[src/rtl/cache_requester.sv]
// cache_requester: one-at-a-time valid/ready command master issuing 1-cycle cache_rd/cache_wr strobes, watchdog, latency and saturating stats
module cache_requester #(
  parameter int ADDRESS_WIDTH  = 16,
  parameter int TIMEOUT_CYCLES = 256
) (
  input  logic                     clk,
  input  logic                     rst,
  input  logic                     cmd_valid,
  output logic                     cmd_ready,
  input  logic                     cmd_wr,
  input  logic [ADDRESS_WIDTH-1:0] cmd_address,
  input  logic [3:0]               cmd_byte_enable,
  input  logic [31:0]              cmd_data,
  output logic                     rsp_valid,
  input  logic                     rsp_ready,
  output logic                     rsp_wr,
  output logic                     rsp_timeout,
  output logic [31:0]              rsp_data,
  output logic [ADDRESS_WIDTH-1:0] cache_address,
  output logic                     cache_rd,
  output logic                     cache_wr,
  output logic [3:0]               cache_byte_enable,
  output logic [31:0]              cache_data_wr,
  input  logic [31:0]              cache_data_out,
  input  logic                     cache_ready,
  input  logic                     stats_clear,
  output logic [15:0]              rd_done,
  output logic [15:0]              wr_done,
  output logic [15:0]              timeouts,
  output logic [15:0]              last_latency
);
  typedef enum logic [1:0] {IDLE, WAIT, RESP} state_t;
  state_t state, state_n;
  logic [15:0] cnt, cnt_n, rd_done_n, wr_done_n, timeouts_n, lat_n;
  logic [ADDRESS_WIDTH-1:0] addr_n;
  logic [3:0] be_n;
  logic [31:0] wdata_n, rsp_data_n;
  logic rd_n, wr_n, rsp_wr_n, rsp_to_n;
  function automatic logic [15:0] sat_inc(input logic [15:0] v);
    return v + 16'(v != 16'hFFFF);
  endfunction
  always_comb begin
    state_n = state;
    cnt_n = cnt;
    addr_n = cache_address;
    be_n = cache_byte_enable;
    wdata_n = cache_data_wr;
    rd_n = 1'b0;
    wr_n = 1'b0;
    rsp_wr_n = rsp_wr;
    rsp_to_n = rsp_timeout;
    rsp_data_n = rsp_data;
    rd_done_n = rd_done;
    wr_done_n = wr_done;
    timeouts_n = timeouts;
    lat_n = last_latency;
    case (state)
      IDLE: if (cmd_valid && cmd_ready) begin
        state_n = WAIT;
        cnt_n = '0;
        addr_n = cmd_address;
        be_n = cmd_byte_enable;
        wdata_n = cmd_data;
        rd_n = !cmd_wr;
        wr_n = cmd_wr;
        rsp_wr_n = cmd_wr;
      end
      WAIT: if (cache_rd || cache_wr) cnt_n = 16'd1;
      else if (cache_ready) begin
        state_n = RESP;
        rsp_to_n = 1'b0;
        rsp_data_n = rsp_wr ? '0 : cache_data_out;
        lat_n = cnt;
        wr_done_n = rsp_wr ? sat_inc(wr_done) : wr_done;
        rd_done_n = rsp_wr ? rd_done : sat_inc(rd_done);
      end else if (TIMEOUT_CYCLES != 0 && int'(cnt) == TIMEOUT_CYCLES) begin
        state_n = RESP;
        rsp_to_n = 1'b1;
        rsp_data_n = '0;
        timeouts_n = sat_inc(timeouts);
      end else cnt_n = sat_inc(cnt);
      RESP: if (rsp_ready) state_n = IDLE;
      default: state_n = IDLE;
    endcase
    if (stats_clear) begin
      rd_done_n = '0;
      wr_done_n = '0;
      timeouts_n = '0;
      lat_n = '0;
    end
  end
  always_ff @(posedge clk or posedge rst) begin
    if (rst) begin
      state <= IDLE;
      cnt <= '0;
      cmd_ready <= 1'b0;
      rsp_valid <= 1'b0;
      rsp_wr <= 1'b0;
      rsp_timeout <= 1'b0;
      rsp_data <= '0;
      cache_address <= '0;
      cache_rd <= 1'b0;
      cache_wr <= 1'b0;
      cache_byte_enable <= '0;
      cache_data_wr <= '0;
      rd_done <= '0;
      wr_done <= '0;
      timeouts <= '0;
      last_latency <= '0;
    end else begin
      state <= state_n;
      cnt <= cnt_n;
      cmd_ready <= state_n == IDLE;
      rsp_valid <= state_n == RESP;
      rsp_wr <= rsp_wr_n;
      rsp_timeout <= rsp_to_n;
      rsp_data <= rsp_data_n;
      cache_address <= addr_n;
      cache_rd <= rd_n;
      cache_wr <= wr_n;
      cache_byte_enable <= be_n;
      cache_data_wr <= wdata_n;
      rd_done <= rd_done_n;
      wr_done <= wr_done_n;
      timeouts <= timeouts_n;
      last_latency <= lat_n;
    end
  end
endmodule

[config.mk]
export PLATFORM = sky130hd
export DESIGN_NAME = cache_requester
export DESIGN_NICKNAME = d
export VERILOG_FILES = /design/src/rtl/cache_requester.sv
export SDC_FILE = /design/constraint.sdc
export NUM_CORES = 1
export LEC_CHECK = 0
export ABC_AREA = 1
export BUFFER_PORTS_ARGS = -buffer_cell sky130_fd_sc_hd__buf_2
export CORE_MARGIN = 8
export CORE_UTILIZATION = 40
export CTS_BUF_LIST = sky130_fd_sc_hd__clkbuf_4
export DETAILED_ROUTE_END_ITERATION = 8
export PLACE_DENSITY = 0.72
export SLEW_MARGIN = 10
export SYNTH_ARGS = -nofsm -noshare
export SYNTH_HDL_FRONTEND = slang
export SYNTH_SLANG_ARGS = --single-unit
export TNS_END_PERCENT = 5
[constraint.sdc]
create_clock -name clk -period 6.97 [get_ports clk]
set_input_delay 0.3485 -clock clk [delete_from_list [all_inputs] [get_ports clk]]
set_output_delay 0.3485 -clock clk [all_outputs]
set_load 0.02 [all_outputs]
* Word level (Yosys, flattened, before mapping)
Cells that the tools add are included.
** Operators by class
- Add/sub/neg operators :: 4
- Eq/ne operators :: 14
- Muxes and demuxes :: 39
- Bitwise gates (word level) :: 1
- Reductions and logical operators :: 18
** Operator list (number)
- 2-to-1 mux 16 bit :: 23
- 2-to-1 mux 32 bit :: 3
- adder 16 x 1 -> 16 bit :: 4
- != test 16 bit (second input constant) :: 4
- case mux 16 bit (2 select lines) :: 1
- equality test 16 x 10 -> 1 bit (second input constant) :: 1
- AND reduction 4 bit :: 4
- nonzero test 2 bit :: 6
- 2-to-1 mux 2 bit :: 5
- 2-to-1 mux 1 bit :: 6
- != test 3 bit (second input constant) :: 2
- case mux 2 bit (3 select lines) :: 1
- AND reduction 3 bit :: 2
- equality test 2 bit (second input constant) :: 2
- logical NOT 2 bit :: 2
- != test 2 x 1 -> 1 bit (second input constant) :: 2
- != test 2 bit (second input constant) :: 2
- equality test 2 x 1 -> 1 bit (second input constant) :: 1
- AND reduction 2 bit :: 1
- logical AND 1 bit :: 1
- logical NOT 1 bit :: 1
- logical OR 1 bit :: 1
- NOT 1 bit :: 1
** Word-level totals
- Register bits :: 172
- Input port bits :: 91
- Output and inout bits :: 154
- Word-level logic and storage cells :: 92

* Logic depth before layout (Yosys ltp)
Gate-level depths: netlist of the first run.
- Depth in word-level cells :: 7
- Mapped depth :: 15
- Gate-level depth less buffers :: 15

* Worst setup path after synthesis of the first run
No wires, ideal clock.
- Kind :: reg2reg
- Start point :: register wr_done[7]
- End point :: register wr_done[14]
- Setup time :: 0.127 ns
- Arrival :: 1.873 ns
- Data required time :: 6.843 ns
- Setup slack :: 4.970 ns
- Cell stages (with the launch flop) :: 16
- Buffers on the path :: 0
- Period minus slack after synthesis :: 2.000 ns
- Cells stage by stage :: dfrtp_1 -> nand2_1 -> nor2_1 -> nand2_1 -> inv_1 -> nand3_1 -> ha_1 -> ha_1 -> inv_1 -> nor2_1 -> inv_1 -> nor2_2 -> nand3_1 -> nand2_1 -> nand4_1 -> o21ai_0
** On the way
- Longest elaborated chain between the ends :: 7
** RTL lines
- from (decl) :: line 28 : output logic [15:0] wr_done,
- from (signal assigned) :: line 124 : wr_done <= wr_done_n;
- != test 16 bit :: line 40 : return v + 16'(v != 16'hFFFF);
- adder 16 x 1 -> 16 bit (*) :: line 40
- 2-to-1 mux 16 bit (*) :: line 74 : wr_done_n = rsp_wr ? sat_inc(wr_done) : wr_done;
- 2-to-1 mux 16 bit (*) :: line 69 : else if (cache_ready) begin
- 2-to-1 mux 16 bit (*) :: line 68 : WAIT: if (cache_rd || cache_wr) cnt_n = 16'd1;
- 2-to-1 mux 16 bit (*) :: line 57 : case (state)
- 2-to-1 mux 16 bit (*) :: line 85 : if (stats_clear) begin
Mark *: on every way between the ends. The rest lies on a longest branch, timed or not. The select of a mux whose other input is x is not followed.
A chain may end at the register's enable or synchronous reset.

* Worst setup path after layout of the first run
- Start point :: register cache_wr
- End point :: register rd_done[5]
** On the way
- Longest elaborated chain between the ends :: 3
** RTL lines
- from (decl) :: line 21 : output logic cache_wr,
- from (signal assigned) :: line 120 : cache_wr <= wr_n;
- logical OR 1 bit :: line 68
- != test 2 bit (no line)
- AND reduction 4 bit (no line)
- to (signal assigned) :: line 123 : rd_done <= rd_done_n;
- to (decl) :: line 27 : output logic [15:0] rd_done,
No other way between the ends.

==> results of run 1 <==
area by class of cell:
type	instances	area share
diodes	4	0.000923
clock buffers	17	0.0118
clock inverters	14	0.0104
inverters	80	0.0282
multi-input cells	656	0.325
flip-flops and latches	172	0.397
well taps	275	0.0317
repair buffers	334	0.195
cell families (layout without fill, tap and decap cells):
kind of cell             count (synthesis)  count (layout)  share of synthesized area
adder cells (fa/ha/maj)                  8               8                     0.0119
other                                    0               4                          0
AO/OA/AOI/OAI                           72              72                     0.0491
XOR/XNOR                                 5               5                    0.00522
multiplexers                            52              52                     0.0698
flip-flops                             172             172                      0.513
buffers and inverters                  113             445                     0.0662
AND/OR/NAND/NOR                        519             519                      0.284
metal layers:
layer,global-route usage,part of all wire,vias up
li1,-,-,3744
met1,0.238,0.42,3611
met2,0.314,0.47,332
met3,0.0717,0.089,45
met4,0.0737,0.025,0
met5,0,0,-
per-stage QoR:
stage                     utilization  instance area [um2]  total power, mW  setup WS (ns)
after global routing            0.521                10800             3.44           3.95
after CTS                       0.520                10800             3.25           4.19
after floorplan                     -                 8390             2.28           1.96
final                           0.521                10800             3.26           4.22
after detailed placement        0.467                 9730             2.68           4.21
after global placement          0.467                 9730             2.65           4.27
registers in the layout, summed over array words and instances, names as in the netlist, 2 cells and up:
signal,count
cnt,16
cache_data_wr,32
wr_done,16
state,2
rsp_data,32
timeouts,16
cache_byte_enable,4
cache_address,16
last_latency,16
rd_done,16
path summary, 6_finish.rpt:
path | startpoint | endpoint | slack [ns]
setup / recovery | cache_wr | rd_done[5] | 4.22
hold / removal | cmd_address[4] | cache_address[4] | 0.08
setup reg to reg | cache_wr | rd_done[5] | 4.22
hold reg to reg | rsp_data[12] | rsp_data[12] | 0.49
max in group asynchronous | rst | rsp_data[10] | 5.32
min in group asynchronous | rst | cache_data_wr[11] | 0.39
Yosys cell counts:
library cell	instances
sky130_fd_sc_hd__nor2_4	6
sky130_fd_sc_hd__clkbuf_1	5
sky130_fd_sc_hd__nor3b_1	1
sky130_fd_sc_hd__a21o_1	1
sky130_fd_sc_hd__nand3_2	2
sky130_fd_sc_hd__a21oi_1	11
sky130_fd_sc_hd__nand4_1	45
sky130_fd_sc_hd__nor3_2	2
sky130_fd_sc_hd__nand3_1	84
sky130_fd_sc_hd__nor2_1	77
sky130_fd_sc_hd__nor4_1	3
sky130_fd_sc_hd__inv_2	8
sky130_fd_sc_hd__nand2_2	3
sky130_fd_sc_hd__nor3_1	14
sky130_fd_sc_hd__a21oi_2	1
sky130_fd_sc_hd__nand2_4	5
sky130_fd_sc_hd__or2_2	1
sky130_fd_sc_hd__nand2_1	264
sky130_fd_sc_hd__buf_2	9
sky130_fd_sc_hd__o21bai_1	2
sky130_fd_sc_hd__inv_1	72
sky130_fd_sc_hd__dfrtp_1	172
sky130_fd_sc_hd__ha_1	8
sky130_fd_sc_hd__o21ai_0	36
sky130_fd_sc_hd__xor2_1	5
sky130_fd_sc_hd__nand4_2	1
sky130_fd_sc_hd__o21ai_2	10
sky130_fd_sc_hd__and3_1	2
sky130_fd_sc_hd__buf_4	7
sky130_fd_sc_hd__nand3_4	2
sky130_fd_sc_hd__buf_6	11
sky130_fd_sc_hd__o31ai_1	1
sky130_fd_sc_hd__nor2_2	5
sky130_fd_sc_hd__buf_8	1
sky130_fd_sc_hd__mux2_2	52
sky130_fd_sc_hd__nor2_8	1
sky130_fd_sc_hd__nor2b_1	1
sky130_fd_sc_hd__o21ai_1	10
where the power goes:
| part | internal (mW) | total [mW] | switching, mW | leakage, nW |
|---|---|---|---|---|
| sequential | 1.25 | 1.42 | 0.164 | 2.25 |
| clock | 0.148 | 0.536 | 0.388 | 0.126 |
| combinational | 0.465 | 1.30 | 0.838 | 3.08 |
| total | 1.87 | 3.26 | 1.39 | 5.45 |
what timing repair did:
action	CTS	global route
hold buffers	86	0
hold endpoints to repair	141	0
setup buffers	0	0
placed cells by master, fill, tap and decap left out, types with 5 or more instances in the layout:
cell type | netlist | routed
sky130_fd_sc_hd__a21oi_1 | 11 | 11
sky130_fd_sc_hd__buf_2 | 9 | 244
sky130_fd_sc_hd__clkbuf_4 | 0 | 17
sky130_fd_sc_hd__dfrtp_1 | 172 | 172
sky130_fd_sc_hd__dlygate4sd3_1 | 0 | 86
sky130_fd_sc_hd__ha_1 | 8 | 8
sky130_fd_sc_hd__inv_1 | 72 | 70
sky130_fd_sc_hd__inv_2 | 8 | 9
sky130_fd_sc_hd__inv_6 | 0 | 5
sky130_fd_sc_hd__mux2_2 | 52 | 52
sky130_fd_sc_hd__nand2_1 | 264 | 264
sky130_fd_sc_hd__nand2_4 | 5 | 5
sky130_fd_sc_hd__nand3_1 | 84 | 84
sky130_fd_sc_hd__nand4_1 | 45 | 45
sky130_fd_sc_hd__nor2_1 | 77 | 77
sky130_fd_sc_hd__nor2_2 | 5 | 5
sky130_fd_sc_hd__nor2_4 | 6 | 6
sky130_fd_sc_hd__nor3_1 | 14 | 14
sky130_fd_sc_hd__o21ai_0 | 36 | 36
sky130_fd_sc_hd__o21ai_1 | 10 | 10
sky130_fd_sc_hd__o21ai_2 | 10 | 10
sky130_fd_sc_hd__xor2_1 | 5 | 5
==> impl_results.rst, run 1 <==
.. list-table::
   :header-rows: 1

   * - Metric
     - Value
   * - Fraction of layout cells with a size suffix above 1
     - 0.297
   * - Number of antenna violations at the first check in global routing
     - 4
   * - Max-slew violation total from the final report
     - 0
   * - First-pass iteration count of the detailed router
     - 7
   * - Reg2Reg Depth
     - 7
   * - Core footprint
     - 20,800 um2
   * - Critical Path Stages
     - 7
   * - Total global-route track usage
     - 0.196
   * - Setup violators final
     - 0
   * - TritonCTS clock tree
     - done
   * - Level count of the clock H-tree
     - 4
   * - Startpoint kind of the worst setup timing path
     - register
   * - Pin count of the biggest net entering global routing
     - 69
   * - Post-Synthesis Cell Area
     - 8390 um2
   * - Number of instances in the placed design
     - 1,431
   * - Arrival @ worst endpoint
     - 3.24 ns
   * - Number of different library cells in the post-synthesis netlist
     - 38
   * - Worst setup skew after layout
     - 0.0155 ns
   * - Crit Path Class
     - register to register
   * - DRC
     - 0
   * - Number of DRC markers in iteration 0
     - 587
   * - TritonCTS Buffers
     - 17
   * - Number of standard cells in the final layout excluding fillers
     - 1,552
   * - Cell seen most often among critical-path stages
     - sky130_fd_sc_hd__nor2_4
   * - Buffers on Ports
     - 244
   * - Setup repair after global routing missed its margin
     - no
   * - Highest fanout seen on the critical path
     - 38
   * - Total die area
     - 25,900 um2
   * - CTS Sinks
     - 172
   * - Top area cells in the synthesized netlist
     - sky130_fd_sc_hd__dfrtp_1 (51%), sky130_fd_sc_hd__nand2_1 (12%), sky130_fd_sc_hd__mux2_2 (7.0%)
   * - Leakage
     - 5.45 nW
   * - Effective utilization at floorplan
     - 0.403
   * - Post-cts gate resize count
     - 0
   * - Cell row count
     - 53
   * - Post-Route WL
     - 25.5 mm
   * - Type of the worst min-delay path
     - input port to register
   * - Clock latency of the later-clocked register in the worst-skew pair
     - 0.56 ns
   * - Placed wire-length estimate after detailed placement
     - 17.6 mm
   * - Global-route wire length before repair
     - 41.2 mm
   * - CP Capture Type
     - register
   * - Outcome
     - finished clean
   * - Max-cap violations
     - 0
   * - Routed via count
     - 7,732
   * - Fraction of synthesized cell area taken by the top area cell type
     - 0.513
   * - Largest stage delay on the critical path
     - 0.83 ns
   * - Count of buffering cells on the critical path with inverters included
     - 0
   * - Yosys warning count
     - 0
   * - Grt ovf
     - 0
   * - Minimum clock period after layout
     - 2.75 ns
   * - Synth area leader
     - sky130_fd_sc_hd__dfrtp_1
   * - Post-Synthesis Net Count
     - 1,040
   * - Portion of the clock cycle consumed by the worst path in the final layout
     - 0.395
   * - Tightest hold margin
     - 0.0819 ns
   * - Cell count after synthesis
     - 941
   * - Reg clk slew, reported paths
     - 0.15 ns
   * - Power per unit of standard cell area
     - 300 nW/um2
   * - Clock Tree Buf Depth
     - 2
   * - Required time reported for the critical path endpoint
     - 7.46 ns
   * - Via count of the first global-routing pass
     - 7,810
   * - Root buffer cell
     - sky130_fd_sc_hd__clkbuf_4
   * - Post-synthesis sequential area ratio
     - 0.513
   * - Overall die width
     - 161 um
   * - Setup TNS
     - 0 ns
   * - Ports
     - 245
   * - Total area of sequential cells
     - 4300 um2
   * - Worst slew pin tran
     - 1.08 ns
   * - Worst path slowest cell
     - sky130_fd_sc_hd__nor2_1
   * - Layout area overhead
     - 29.3%
   * - Total Nets Final
     - 1,360
   * - Number of nets still failing antenna checks after routing
     - 0
   * - Relative slew slack
     - 0.276
   * - Hold path depth
     - 2
   * - Flip-flop and latch count after synthesis
     - 172
   * - RD Place Congestion
     - 0.910
   * - Worst vdd rail ir drop
     - 0.248 mV
   * - Die height
     - 161 um
   * - Wire length per cell after detailed routing
     - 16.4 um
   * - Multi-input gate area in the final layout
     - 3530 um2
   * - Highest attainable clock frequency
     - 0.364 GHz
   * - Synthesized area divided by synthesized cell count
     - 8.91 um2
   * - Routed vias/inst
     - 4.98
   * - Cell family with the largest share of critical-path delay
     - simple AND/OR/NAND/NOR gates
   * - Final count of hold timing violations
     - 0
   * - Crit path cell chain
     - nor2_1, nand2_1, nor2_4, nor2_2, nor2_4, o21ai_1, a21oi_1
   * - Number of fillers in the final layout
     - 1,902
(Power assumes the default switching activity.)
==> inputs of run 2 (changes only) <==
Clock period 6.97 ns to 2.6 ns, I/O delays scaled along.
==> run 2 against run 1 <==
Net effect: power grew to 2.8 times the previous value; core utilization up 0.72 points; cell count rose by 0.45%; via count is 1.3% higher; wire length up 0.34%; global-route usage up 0.24 points; first-iteration DRC count up 9.7%; combinational power rose to 2.7 times the previous value; sequential power grew to 2.7 times the previous value; critical path type unchanged.
==> impl_results.rst, run 2 (synthesized netlist as in run 1, its figures left out) <==
.. list-table::
   :header-rows: 1

   * - Metric
     - Value
   * - Routed vias/inst
     - 5.02 (+0.83%)
   * - Global-route wire length before repair
     - 42.0 mm (+1.8%)
   * - CP Capture Type
     - register
   * - Max-cap violations
     - 0 (unchanged)
   * - Buffers on Ports
     - 244 (unchanged)
   * - Startpoint kind of the worst setup timing path
     - register
   * - Setup TNS
     - 0 ns (unchanged)
   * - Highest attainable clock frequency
     - 0.453 GHz (+25%)
   * - Largest registers
     - cache_data_wr (32), rsp_data (32)
   * - Type of the worst min-delay path
     - input port to register
   * - Clock latency of the later-clocked register in the worst-skew pair
     - 0.58 ns (+0.02 ns)
   * - Level count of the clock H-tree
     - 4 (unchanged)
   * - Fraction of layout cells with a size suffix above 1
     - 0.301 (+0.00416)
   * - Reg2Reg Depth
     - 15 (+8)
   * - Multi-input gate area in the final layout
     - 3530 um2 (unchanged)
   * - Total global-route track usage
     - 0.198 (+0.00239)
   * - Total area of sequential cells
     - 4300 um2 (unchanged)
   * - Startpoint of the lowest-slack hold path
     - cache_ready
   * - RD Place Congestion
     - 0.906 (-0.44%)
   * - Highest fanout seen on the critical path
     - 6 (-84%)
   * - Reg-to-reg setup timing slack
     - 0.39 ns (-3.83 ns)
   * - Number of DRC markers in iteration 0
     - 644 (+9.7%)
   * - Layout area overhead
     - 31.1%
   * - Portion of the clock cycle consumed by the worst path in the final layout
     - 0.848 (+0.454)
   * - Setup violators final
     - 0 (unchanged)
   * - Worst setup skew after layout
     - 0.0278 ns (+0.0123 ns)
   * - Hold path depth
     - 5 (+3)
   * - Cell seen most often among critical-path stages
     - sky130_fd_sc_hd__nand2_1
   * - TritonCTS clock tree
     - done
   * - TritonCTS Buffers
     - 17 (unchanged)
   * - Cell row count
     - 53 (unchanged)
   * - Critical register-to-register path endpoint
     - wr_done[10]
   * - Worst r2r src
     - wr_done[9]
   * - Overall die width
     - 161 um (unchanged)
   * - Routed via count
     - 7,831 (+1.3%)
   * - Crit path cell chain
     - nand2_1, nor2_1, nand2_1, inv_1, nand3_1, ha_1, ha_1, inv_1, nor2_1, inv_1, nor2_2, nand3_1, nand2_1, nand2_1, nor2_1
   * - Most used cells in the layout excluding fill and tap cells
     - sky130_fd_sc_hd__nand2_1 (264), sky130_fd_sc_hd__buf_2 (244), sky130_fd_sc_hd__dfrtp_1 (172)
   * - Root buffer cell
     - sky130_fd_sc_hd__clkbuf_4
   * - Arrival @ worst endpoint
     - 2.73 ns (-0.51 ns)
   * - DRC
     - 0 (unchanged)
   * - Power per unit of standard cell area
     - 817 nW/um2 (+170%)
   * - Final count of hold timing violations
     - 0 (unchanged)
   * - Core footprint
     - 20,800 um2 (unchanged)
   * - Number of antenna violations at the first check in global routing
     - 2 (-2)
   * - Leading cell type in the layout, fill and taps excluded
     - sky130_fd_sc_hd__nand2_1
   * - Minimum clock period after layout
     - 2.21 ns (-0.545 ns)
   * - Largest stage delay on the critical path
     - 0.47 ns (-0.36 ns)
   * - Via count of the first global-routing pass
     - 7,933 (+1.6%)
   * - First-pass iteration count of the detailed router
     - 5 (-2)
   * - Wire length per cell after detailed routing
     - 16.4 um (-0.11%)
   * - Number of fillers in the final layout
     - 1,886 (-0.84%)
   * - Post-CTS repair timing setup buffer count
     - 0 (unchanged)
   * - Number of hold buffers added after CTS
     - 89 (+3.5%)
   * - CTS Sinks
     - 172 (unchanged)
   * - Total die area
     - 25,900 um2 (unchanged)
   * - Pin count of the biggest net entering global routing
     - 94 (+36%)
   * - Worst vdd rail ir drop
     - 0.580 mV (+130%)
   * - Reg clk slew, reported paths
     - 0.17 ns (+0.02 ns)
   * - Die height
     - 161 um (unchanged)
   * - Outcome
     - finished clean
   * - Core occupancy in the finished layout
     - 0.528 (+0.00721)
   * - Post-cts gate resize count
     - 0 (unchanged)
   * - Worst path slowest cell
     - sky130_fd_sc_hd__dfrtp_1
   * - Max-slew violation total from the final report
     - 0 (unchanged)
   * - Total Nets Final
     - 1,368 (+0.59%)
   * - Setup repair after global routing missed its margin
     - no
   * - End point of the worst hold path
     - wr_done[1]
   * - Worst slew pin tran
     - 0.679 ns (-0.403 ns)
   * - Placed wire-length estimate after detailed placement
     - 17.7 mm (+0.59%)
   * - Relative slew slack
     - 0.547 (+0.271)
   * - Ports
     - 245 (unchanged)
   * - Number of nets still failing antenna checks after routing
     - 0 (unchanged)
   * - Post-Route WL
     - 25.6 mm (+0.34%)
   * - Grt ovf
     - 0 (unchanged)
   * - Clock Tree Buf Depth
     - 2 (unchanged)
   * - Effective utilization at floorplan
     - 0.403 (unchanged)
   * - Crit Path Class
     - register to register
   * - Leakage
     - 5.52 nW (+1.3%)
   * - Required time reported for the critical path endpoint
     - 3.12 ns (-4.34 ns)
==> run 2: layer usage <==
layer / up-vias / global-route usage / wire [um]
met1: 3739 / 0.237 / 10400
li1: 3756 / - / -
met3: 37 / 0.0665 / 2360
met2: 299 / 0.328 / 12300
met5: - / 0 / 0
met4: 0 / 0.0715 / 592
==> run 2: final cells by class <==
type                            instances  area share
Clock inverter                         15      0.0161
Timing Repair Buffer                  342       0.201
Sequential cell                       172       0.392
Tap cell                              275      0.0313
Clock buffer                           17      0.0116
Antenna cell                            2    0.000455
Inverter                               80      0.0277
Multi-Input combinational cell        656       0.321
==> run 2: critical path, delay by kind of cell (launching register included) <==
| kind | cells | cell delay, ns |
|---|---|---|
| and+or+nand+nor | 10 | 1.10 |
| DFF | 1 | 0.47 |
| adders and majority gates | 2 | 0.38 |
| buffers and inverters | 3 | 0.22 |
==> run 2: power by group <==
group / internal [mW] / total, mW / switching [mW] / leakage [nW]
sequential: 3.36 / 3.78 / 0.425 / 2.25
clock: 0.532 / 1.64 / 1.11 / 0.155
combinational: 1.28 / 3.56 / 2.29 / 3.12
total: 5.17 / 8.98 / 3.82 / 5.52
==> run 2: through the flow <==
stage	area, um2	hold WS [ns]	cells	total power [mW]	setup WS, ns
2_1_floorplan	8390	0.196	941	6.11	0.273
3_3_place_gp	9790	0.0492	1436	7.16	0.531
3_5_place_dp	9790	0.0506	1436	7.24	0.452
4_1_cts	11000	0.0398	1557	9.00	0.426
5_1_grt	11000	0.0757	1559	9.51	0.135
6_report	11000	0.0817	1559	8.98	0.395
==> run 2: worst max path at each step <==
stage / startpoint / endpoint / slack (ns) / cells after the start
after floorplan: rst / cache_address[0] / 0.27 / 1
after global placement: timeouts[4] / timeouts[6] / 0.53 / 10
final: wr_done[9] / wr_done[10] / 0.39 / 15
after CTS: wr_done[5] / wr_done[10] / 0.43 / 15
after detailed placement: wr_done[9] / wr_done[14] / 0.45 / 14
after global routing: rd_done[6] / rd_done[10] / 0.14 / 15
